==> src/rtl/vga_timing_rx.sv <==
// VGA timing receiver: recovers line/frame periods from sync strobes, qualifies
// lock against repeated measurements, and emits per-pixel column/row coordinates.
module vga_timing_rx #(
  parameter int H_ACTIVE = 640,
  parameter int V_ACTIVE = 480
) (
  input  logic       clk,
  input  logic       reset,
  input  logic       pix_en,
  input  logic       h_sync,
  input  logic       v_sync,
  input  logic       DE,
  output logic [9:0] x_pixel,
  output logic [9:0] y_pixel,
  output logic       pix_valid,
  output logic [9:0] h_total,
  output logic [9:0] v_total,
  output logic       locked,
  output logic       sync_err
);

  if (H_ACTIVE < 1 || H_ACTIVE > 1024 || V_ACTIVE < 1 || V_ACTIVE > 1024) begin : g_param_check
    $error("vga_timing_rx: H_ACTIVE/V_ACTIVE must lie in 1..1024");
  end

  localparam logic [10:0] H_ACTIVE_W = 11'(H_ACTIVE);
  localparam logic [9:0]  CNT_MAX    = 10'd1023;

  typedef enum logic [1:0] {SEARCH, MEASURE, VERIFY, LOCKED} state_t;

  state_t      state, state_d;
  logic        hs_prev, vs_prev, de_prev;
  logic        hs_fall, vs_fall, de_rise, de_fall;
  logic [9:0]  per_cnt, per_cnt_nxt;
  logic [9:0]  line_cnt, line_cnt_inc, line_cnt_nxt;
  logic [10:0] cur_period, last_period, period_now;
  logic [9:0]  h_lat;
  logic        h_bad, v_bad, sat, de_bad;
  logic        latch_tot, err_d;
  logic        v_seen;

  assign hs_fall = pix_en & hs_prev & ~h_sync;
  assign vs_fall = pix_en & vs_prev & ~v_sync;
  assign de_rise = pix_en & ~de_prev & DE;
  assign de_fall = pix_en & de_prev & ~DE;

  // Line increment is applied before the frame capture, so a coincident
  // h/v edge counts the line in the frame that just ended.
  assign per_cnt_nxt  = hs_fall ? 10'd0 : ((per_cnt == CNT_MAX) ? per_cnt : per_cnt + 10'd1);
  assign cur_period   = {1'b0, per_cnt} + 11'd1;
  assign line_cnt_inc = (hs_fall && (line_cnt != CNT_MAX)) ? line_cnt + 10'd1 : line_cnt;
  assign line_cnt_nxt = vs_fall ? 10'd0 : line_cnt_inc;
  assign period_now   = hs_fall ? cur_period : last_period;
  assign h_lat        = period_now[10] ? CNT_MAX : period_now[9:0];

  assign h_bad  = hs_fall && (cur_period != {1'b0, h_total});
  assign v_bad  = vs_fall && (line_cnt_inc != v_total);
  assign sat    = pix_en && ((per_cnt_nxt == CNT_MAX) || (line_cnt_nxt == CNT_MAX));
  assign de_bad = de_fall && (({1'b0, x_pixel} + 11'd1) != H_ACTIVE_W);

  always_comb begin
    state_d   = state;
    latch_tot = 1'b0;
    err_d     = 1'b0;
    case (state)
      SEARCH: begin
        if (vs_fall) state_d = MEASURE;
      end
      MEASURE: begin
        if (vs_fall) begin
          latch_tot = 1'b1;
          state_d   = VERIFY;
        end
      end
      VERIFY: begin
        if (h_bad) begin
          state_d = MEASURE;
        end else if (vs_fall) begin
          if (v_bad) latch_tot = 1'b1;
          else       state_d   = LOCKED;
        end
      end
      LOCKED: begin
        if (h_bad || v_bad || sat || de_bad) begin
          state_d = SEARCH;
          err_d   = 1'b1;
        end
      end
      default: state_d = SEARCH;
    endcase
  end

  // pix_valid is a one-clk qualifier for x_pixel/y_pixel of the pixel sampled
  // on the previous clk; there is no back-pressure, consumers must take it then.
  always_ff @(posedge clk) begin
    if (reset) begin
      state       <= SEARCH;
      hs_prev     <= 1'b1;
      vs_prev     <= 1'b1;
      de_prev     <= 1'b0;
      per_cnt     <= 10'd0;
      line_cnt    <= 10'd0;
      last_period <= 11'd0;
      v_seen      <= 1'b0;
      x_pixel     <= 10'd0;
      y_pixel     <= 10'd0;
      pix_valid   <= 1'b0;
      h_total     <= 10'd0;
      v_total     <= 10'd0;
      locked      <= 1'b0;
      sync_err    <= 1'b0;
    end else begin
      state     <= state_d;
      locked    <= (state_d == LOCKED);
      sync_err  <= err_d;
      pix_valid <= pix_en & DE & (state == LOCKED);
      if (latch_tot) begin
        h_total <= h_lat;
        v_total <= line_cnt_inc;
      end
      if (pix_en) begin
        hs_prev  <= h_sync;
        vs_prev  <= v_sync;
        de_prev  <= DE;
        per_cnt  <= per_cnt_nxt;
        line_cnt <= line_cnt_nxt;
        if (hs_fall) last_period <= cur_period;
        if (de_rise) begin
          x_pixel <= 10'd0;
          if (v_seen || vs_fall)      y_pixel <= 10'd0;
          else if (y_pixel != CNT_MAX) y_pixel <= y_pixel + 10'd1;
        end else if (DE && (x_pixel != CNT_MAX)) begin
          x_pixel <= x_pixel + 10'd1;
        end
        if (de_rise)      v_seen <= 1'b0;
        else if (vs_fall) v_seen <= 1'b1;
      end
    end
  end

endmodule

==> config.mk <==
export PLATFORM = sky130hd
export DESIGN_NAME = vga_timing_rx
export DESIGN_NICKNAME = d
export VERILOG_FILES = /design/src/rtl/vga_timing_rx.sv
export SDC_FILE = /design/constraint.sdc
export NUM_CORES = 1
export LEC_CHECK = 0
export CAP_MARGIN = 20
export CORE_ASPECT_RATIO = 0.5
export CORE_UTILIZATION = 40
export CTS_CLUSTER_DIAMETER = 80
export CTS_CLUSTER_SIZE = 30
export DETAILED_ROUTE_END_ITERATION = 6
export HOLD_SLACK_MARGIN = 0.12
export PLACE_DENSITY = 0.65
export SETUP_SLACK_MARGIN = 0.05
export SYNTH_ARGS = -nofsm -noshare
export SYNTH_HDL_FRONTEND = slang
export SYNTH_SLANG_ARGS = --single-unit
==> constraint.sdc <==
create_clock -name clk -period 4.1 [get_ports clk]
set_clock_uncertainty 0.15 [all_clocks]
set_input_delay 0.41 -clock clk [delete_from_list [all_inputs] [get_ports clk]]
set_output_delay 0.41 -clock clk [all_outputs]
set_load 0.01 [all_outputs]
# Yosys cells after proc, flatten, opt, wreduce, memory -nomap -nowiden

Index checks and enable logic that the tools add are counted.

Register bits: 80
Word-level logic and storage cells: 93
Output and inout port bits: 43
Input port bits: 6

Bitwise gates (word level): 15
Reduce and logical (&&, ||, !) cells: 19
Muxes and demuxes: 25
Equal/unequal tests: 13
Add/sub/neg operators: 6

Operators with widths:

| kind                  | count |
|---|---|
| $mux 10               | 9 |
| $add 10x1->10 const B | 4 |
| $eq 10x10->1 const B  | 3 |
| $ne 10x10->1 const B  | 3 |
| $add 10x1->11 const B | 2 |
| $mux 2                | 6 |
| $mux 11               | 1 |
| $ne 11x10->1          | 1 |
| $ne 11x10->1 const B  | 1 |
| $and 1x1->1           | 10 |
| $ne 10x10->1          | 1 |
| $pmux 2 s4            | 1 |
| $mux 1                | 7 |
| $eq 2x2->1 const B    | 3 |
| $logic_and 1x1->1     | 6 |
| $reduce_bool 2->1     | 3 |
| $logic_or 1x1->1      | 5 |
| $not 1->1             | 5 |
| $reduce_and 2->1      | 2 |
| $reduce_and 3->1      | 1 |
| $eq 2x1->1 const B    | 1 |
| $logic_not 2->1       | 1 |
| $pmux 1 s2            | 1 |
| $reduce_or 2->1       | 1 |

# Depth between registers and ports, before layout

Depth in word-level cells: 13
Mapped depth: 12
Gate-level depth less buffers: 9

# Worst setup path after synthesis

No wires, ideal clock.

Kind: reg2reg
From: register line_cnt[1]
To: register h_total[0]
Data required time: 3.829 ns
Setup slack: 1.161 ns
Arrival: 2.668 ns
Path buffers: 1
Library setup time: 0.121 ns
Clock period less this slack: 2.939 ns
Stages on the path, launching flop included: 11
Path through: dfxtp_1 > ha_1 > nand3_1 > nor3_1 > nor3_1 > xnor2_1 > a2111o_1 > nor3_2 > o31a_1 > buf_6 > mux2_4

Cells in the longest elaborated chain, start to end: 9
Elaborated cells between the ends (all ways): 10
Those cells by class: add/sub: 1; eq/ne: 2; mux: 5; reduce/logical: 2

Ends and longest elaborated chain:

| element                                                               | line | RTL |
|---|---|---|
| from (decl)                                                           | 35   | `logic [9:0] line_cnt, line_cnt_inc, line_cnt_nxt;` |
| from (signal assigned)                                                | 126  | `line_cnt <= line_cnt_nxt;` |
| parallel branches: the longest is 2 deep, another holds $add 10x1->10 | n/a  |  |
| $mux 10 *                                                             | 51   | `assign line_cnt_inc = (hs_fall && (line_cnt != CNT_MAX)) ? line_cnt + 10'd1 : line_cnt;` |
| $ne 10x10->1 *                                                        | 57   | `assign v_bad = vs_fall && (line_cnt_inc != v_total);` |
| $logic_and 1x1->1 *                                                   | 57   |  |
| $mux 1 *                                                              | 79   | `if (v_bad) latch_tot = 1'b1;` |
| $mux 1 *                                                              | 78   | `end else if (vs_fall) begin` |
| $mux 1 *                                                              | 76   | `if (h_bad) begin` |
| $pmux 1 s2 *                                                          | 65   | `case (state)` |
| to (signal assigned)                                                  | 118  | `h_total <= h_lat;` |
| to (decl)                                                             | 16   | `output logic [9:0] h_total,` |

Every way passes the cells marked *.
A chain may end at the register's enable or synchronous reset.

# Final worst setup path

From: register line_cnt[1]
To: register h_total[6]

Same word-level chain as after synthesis.

==> flow_summary.yaml <==
synthesis:
  seq_area_frac_synth_pct: 32.7
  synth_compound_area_share_pct: 20.6
  avgSynthCellArea_um2: 8.04
  synth_fp_nets: 624
  synth_top_family_by_area: "simple AND/OR/NAND/NOR gates"
  syn-cell-area_um2: 4900
  ys.flop_type: "dfxtp_1"
  ys.warnings.count: 0
  synth_simple_gate_area_share_pct: 27.3
  yosys.area_share.xor_xnor_pct: 5.82
  muxShareOfSynthArea_pct: 6.51
  synthCells: 610
  synth-edff-count: 0
  synthAdderAreaFrac_pct: 2.04
  synth-seq-cells: 80
  synthArstFlopShare_pct: 0
  synth_cell_types: 75
timing:
  setup_slack_ps: 421
  hold_violations: 0
  setup_viol: 0
  rsz0062_at_grt: "no"
  maxSlewViolCount: 0
  slew_headroom_pct: 46.4
  fin_setup_tns_ps: 0
  period_needed_ps: 3680
  min_period_over_period_pct: 89.7
  fmax_mhz: 272
  tightest_slew_ps: 804
flow_run:
  maxCapViolations: 0
clock_tree:
  cts_buffers: 9
  clock-sinks: 80
  cts_tree: "yes"
  clock_path_buffers: 2
  ctsHoldBuffers: 0
  cts_root_buf: "clkbuf_16"
  htreeDepth: 3
  cts.clk_slew.worst_paths_ps: 60
  cts_resized: 0
  post_cts_buffers: 0
  clk_latency_ps: 340
power:
  p_leak_nw: 2.02
  vdd_drop_max_mv: 0.155
  powerDensity_nw_per_um2: 303
  power.total_w: 0.00175
route:
  drt-initial-drc-count: 282
  routedWlPerCell_um: 15.4
  vias: 4548
  drc: 0
  vias_per_cell: 5.61
  ant_nets: 0
  dr.pass1.iters: 4
  wl_um: 12400
floorplan:
  core_um2: 11900
  die_height_um: 80.3
  ioPinCount: 49
  die_area_um2: 12700
  dieWidth_um: 159
  initial_core_util_pct: 41.3
  rows: 28
setup_path:
  cp.arrival_ps: 3800
  cp-start-kind: "flip-flop"
  path_max_fanout: 9
  cp.required_ps: 4220
  end_kind: "flip-flop"
  critPathKind: "flip-flop to flip-flop"
global_route:
  grtUsageTotal_pct: 20.4
  grt_max_degree: 45
  grt_first_pass_wirelength_um: 20500
  globalRouteMet1Util_pct: 28.2
  grt_pass1_vias: 4105
  grt.met3_usage_pct: 4.43
  antenna_found_initial: 0
  gr-usage-met2_pct: 32.3
  grt-busiest-layer: "met2"
  overflow: 0
hold_path:
  hold_path_class: "flip-flop to flip-flop"
finish:
  drive_gt1_share_pct: 9.46
  num-fill-cells: 1176
  multi_input_area_um2: 3060
  nets: 654
  n_antenna_cell: 0
  syn2layout_area_growth_pct: 18.0
  regArea_um2: 1600
placed_design:
  dpl_worst_slack_ps: 172
  gp_congestion: 0.884
  io_buffers: 48
  hpwl_um: 8810
outcome:
  outcome: "complete, no violations"
==> worst max-delay path, cell delays in order, from the launching register on <==
cell and delay [ps]:
dfxtp_1 490, ha_1 270, nand3_1 200, nor3_1 420, nor3_1 110, xnor2_1 210, a2111o_1 500, nor3_2 310
o31a_1 530, buf_4 240, mux2i_1 180
==> Yosys cell counts (3+ instances only) <==
master	instances	area, µm²
inv_1	14	52.6
o31a_1	3	26.3
nand4_1	12	75.1
nor3_1	15	75.1
a211o_1	4	35.0
mux2_4	7	105
ha_1	8	100
o31ai_1	4	30.0
nor2b_1	22	138
o41ai_1	3	26.3
or4_1	4	30.0
xnor2_1	18	158
mux2_2	11	124
a21oi_1	58	290
buf_2	13	65.1
nand2b_1	14	87.6
o2111ai_1	4	35.0
xor2_1	12	105
nand3_1	29	145
buf_4	4	30.0
dfxtp_1	80	1600
o211ai_1	3	22.5
or3_1	9	56.3
a31oi_1	7	43.8
o22ai_1	3	18.8
o21a_1	4	30.0
o21bai_1	4	30.0
and3_1	5	31.3
mux2i_1	9	90.1
a311oi_1	3	26.3
clkbuf_1	22	82.6
nor4_1	9	56.3
a211oi_1	9	67.6
nand2_1	40	150
o21ai_0	27	135
nor3b_1	5	37.5
nor2_1	68	255
==> cell usage in the layout (no fill, tap or decap), types with 11 or more instances in the layout <==
cell type	Yosys	layout
o21ai_0	27	27
nor2_1	68	68
nor2b_1	22	22
xor2_1	12	12
nor3_1	15	15
mux2_2	11	11
clkdlybuf4s50_1	0	47
nand4_1	12	12
a21oi_1	58	58
buf_4	4	12
nand3_1	29	29
inv_1	14	14
xnor2_1	18	18
nand2b_1	14	14
dfxtp_1	80	80
nand2_1	40	40
==> worst paths after layout <==
kind / from / slack, ps / end / depth (start not counted)
worst min register to register: last_period[8]$_SDFFE_PP0P_ / 330 / last_period[8]$_SDFFE_PP0P_ / 2
worst min-delay path: last_period[8]$_SDFFE_PP0P_ / 330 / last_period[8]$_SDFFE_PP0P_ / 2
worst max register to register: line_cnt[1]$_SDFFE_PP0P_ / 420 / h_total[6]$_SDFFE_PP0P_ / 10
worst max-delay path: line_cnt[1]$_SDFFE_PP0P_ / 420 / h_total[6]$_SDFFE_PP0P_ / 10
==> state kept, by name, indices dropped and copies added, names as in the netlist <==
| signal | flops |
|---|---|
| hs_prev | 1 |
| sync_err | 1 |
| x_pixel | 10 |
| vs_prev | 1 |
| per_cnt | 10 |
| line_cnt | 10 |
| locked | 1 |
| pix_valid | 1 |
| last_period | 11 |
| h_total | 10 |
| v_total | 10 |
| state | 2 |
| y_pixel | 10 |
| v_seen | 1 |
| de_prev | 1 |
==> per-stage QoR <==
stage	cell area, µm²	utilization, %	hold WS, ps	cells
2_1_floorplan	4900	-	297	610
3_3_place_gp	5480	46.2	307	794
3_5_place_dp	5480	46.2	316	794
4_1_cts	5790	48.7	333	810
5_1_grt	5790	48.7	353	810
6_report	5790	48.7	334	810
==> report_power, final <==
part           total [W]  switching, W  internal, W
registers       0.000795    0.00000923     0.000786
logic           0.000132     0.0000848    0.0000468
clock network   0.000825      0.000332     0.000493
==> metal layers <==
| layer | vias up | wire length, µm | share of wire (%) |
|---|---|---|---|
| li1 | 2290 | - | - |
| met1 | 2146 | 6290 | 51 |
| met2 | 99 | 5380 | 43 |
| met3 | 13 | 654 | 5.3 |
| met4 | 0 | 121 | 0.97 |
| met5 | - | 0 | 0 |
==> kinds of logic after synthesis <==
kind of cell,Yosys count
AND/OR/NAND/NOR,253
AO/OA/AOI/OAI,156
flip-flops,80
buffers and inverters,55
XOR/XNOR,31
multiplexers,27
adder cells (fa/ha/maj),8
==> layout make-up <==
type                       count  share of cell area [%]
tap                          165                    3.57
sequential                    80                    27.7
multi-input combinational    475                    52.8
clock inverter                 5                    1.08
inverter                      14                   0.908
timing repair buffer          60                    9.77
clock buffer                  11                    4.19
No activity file was read; power rests on OpenSTA's default activity.
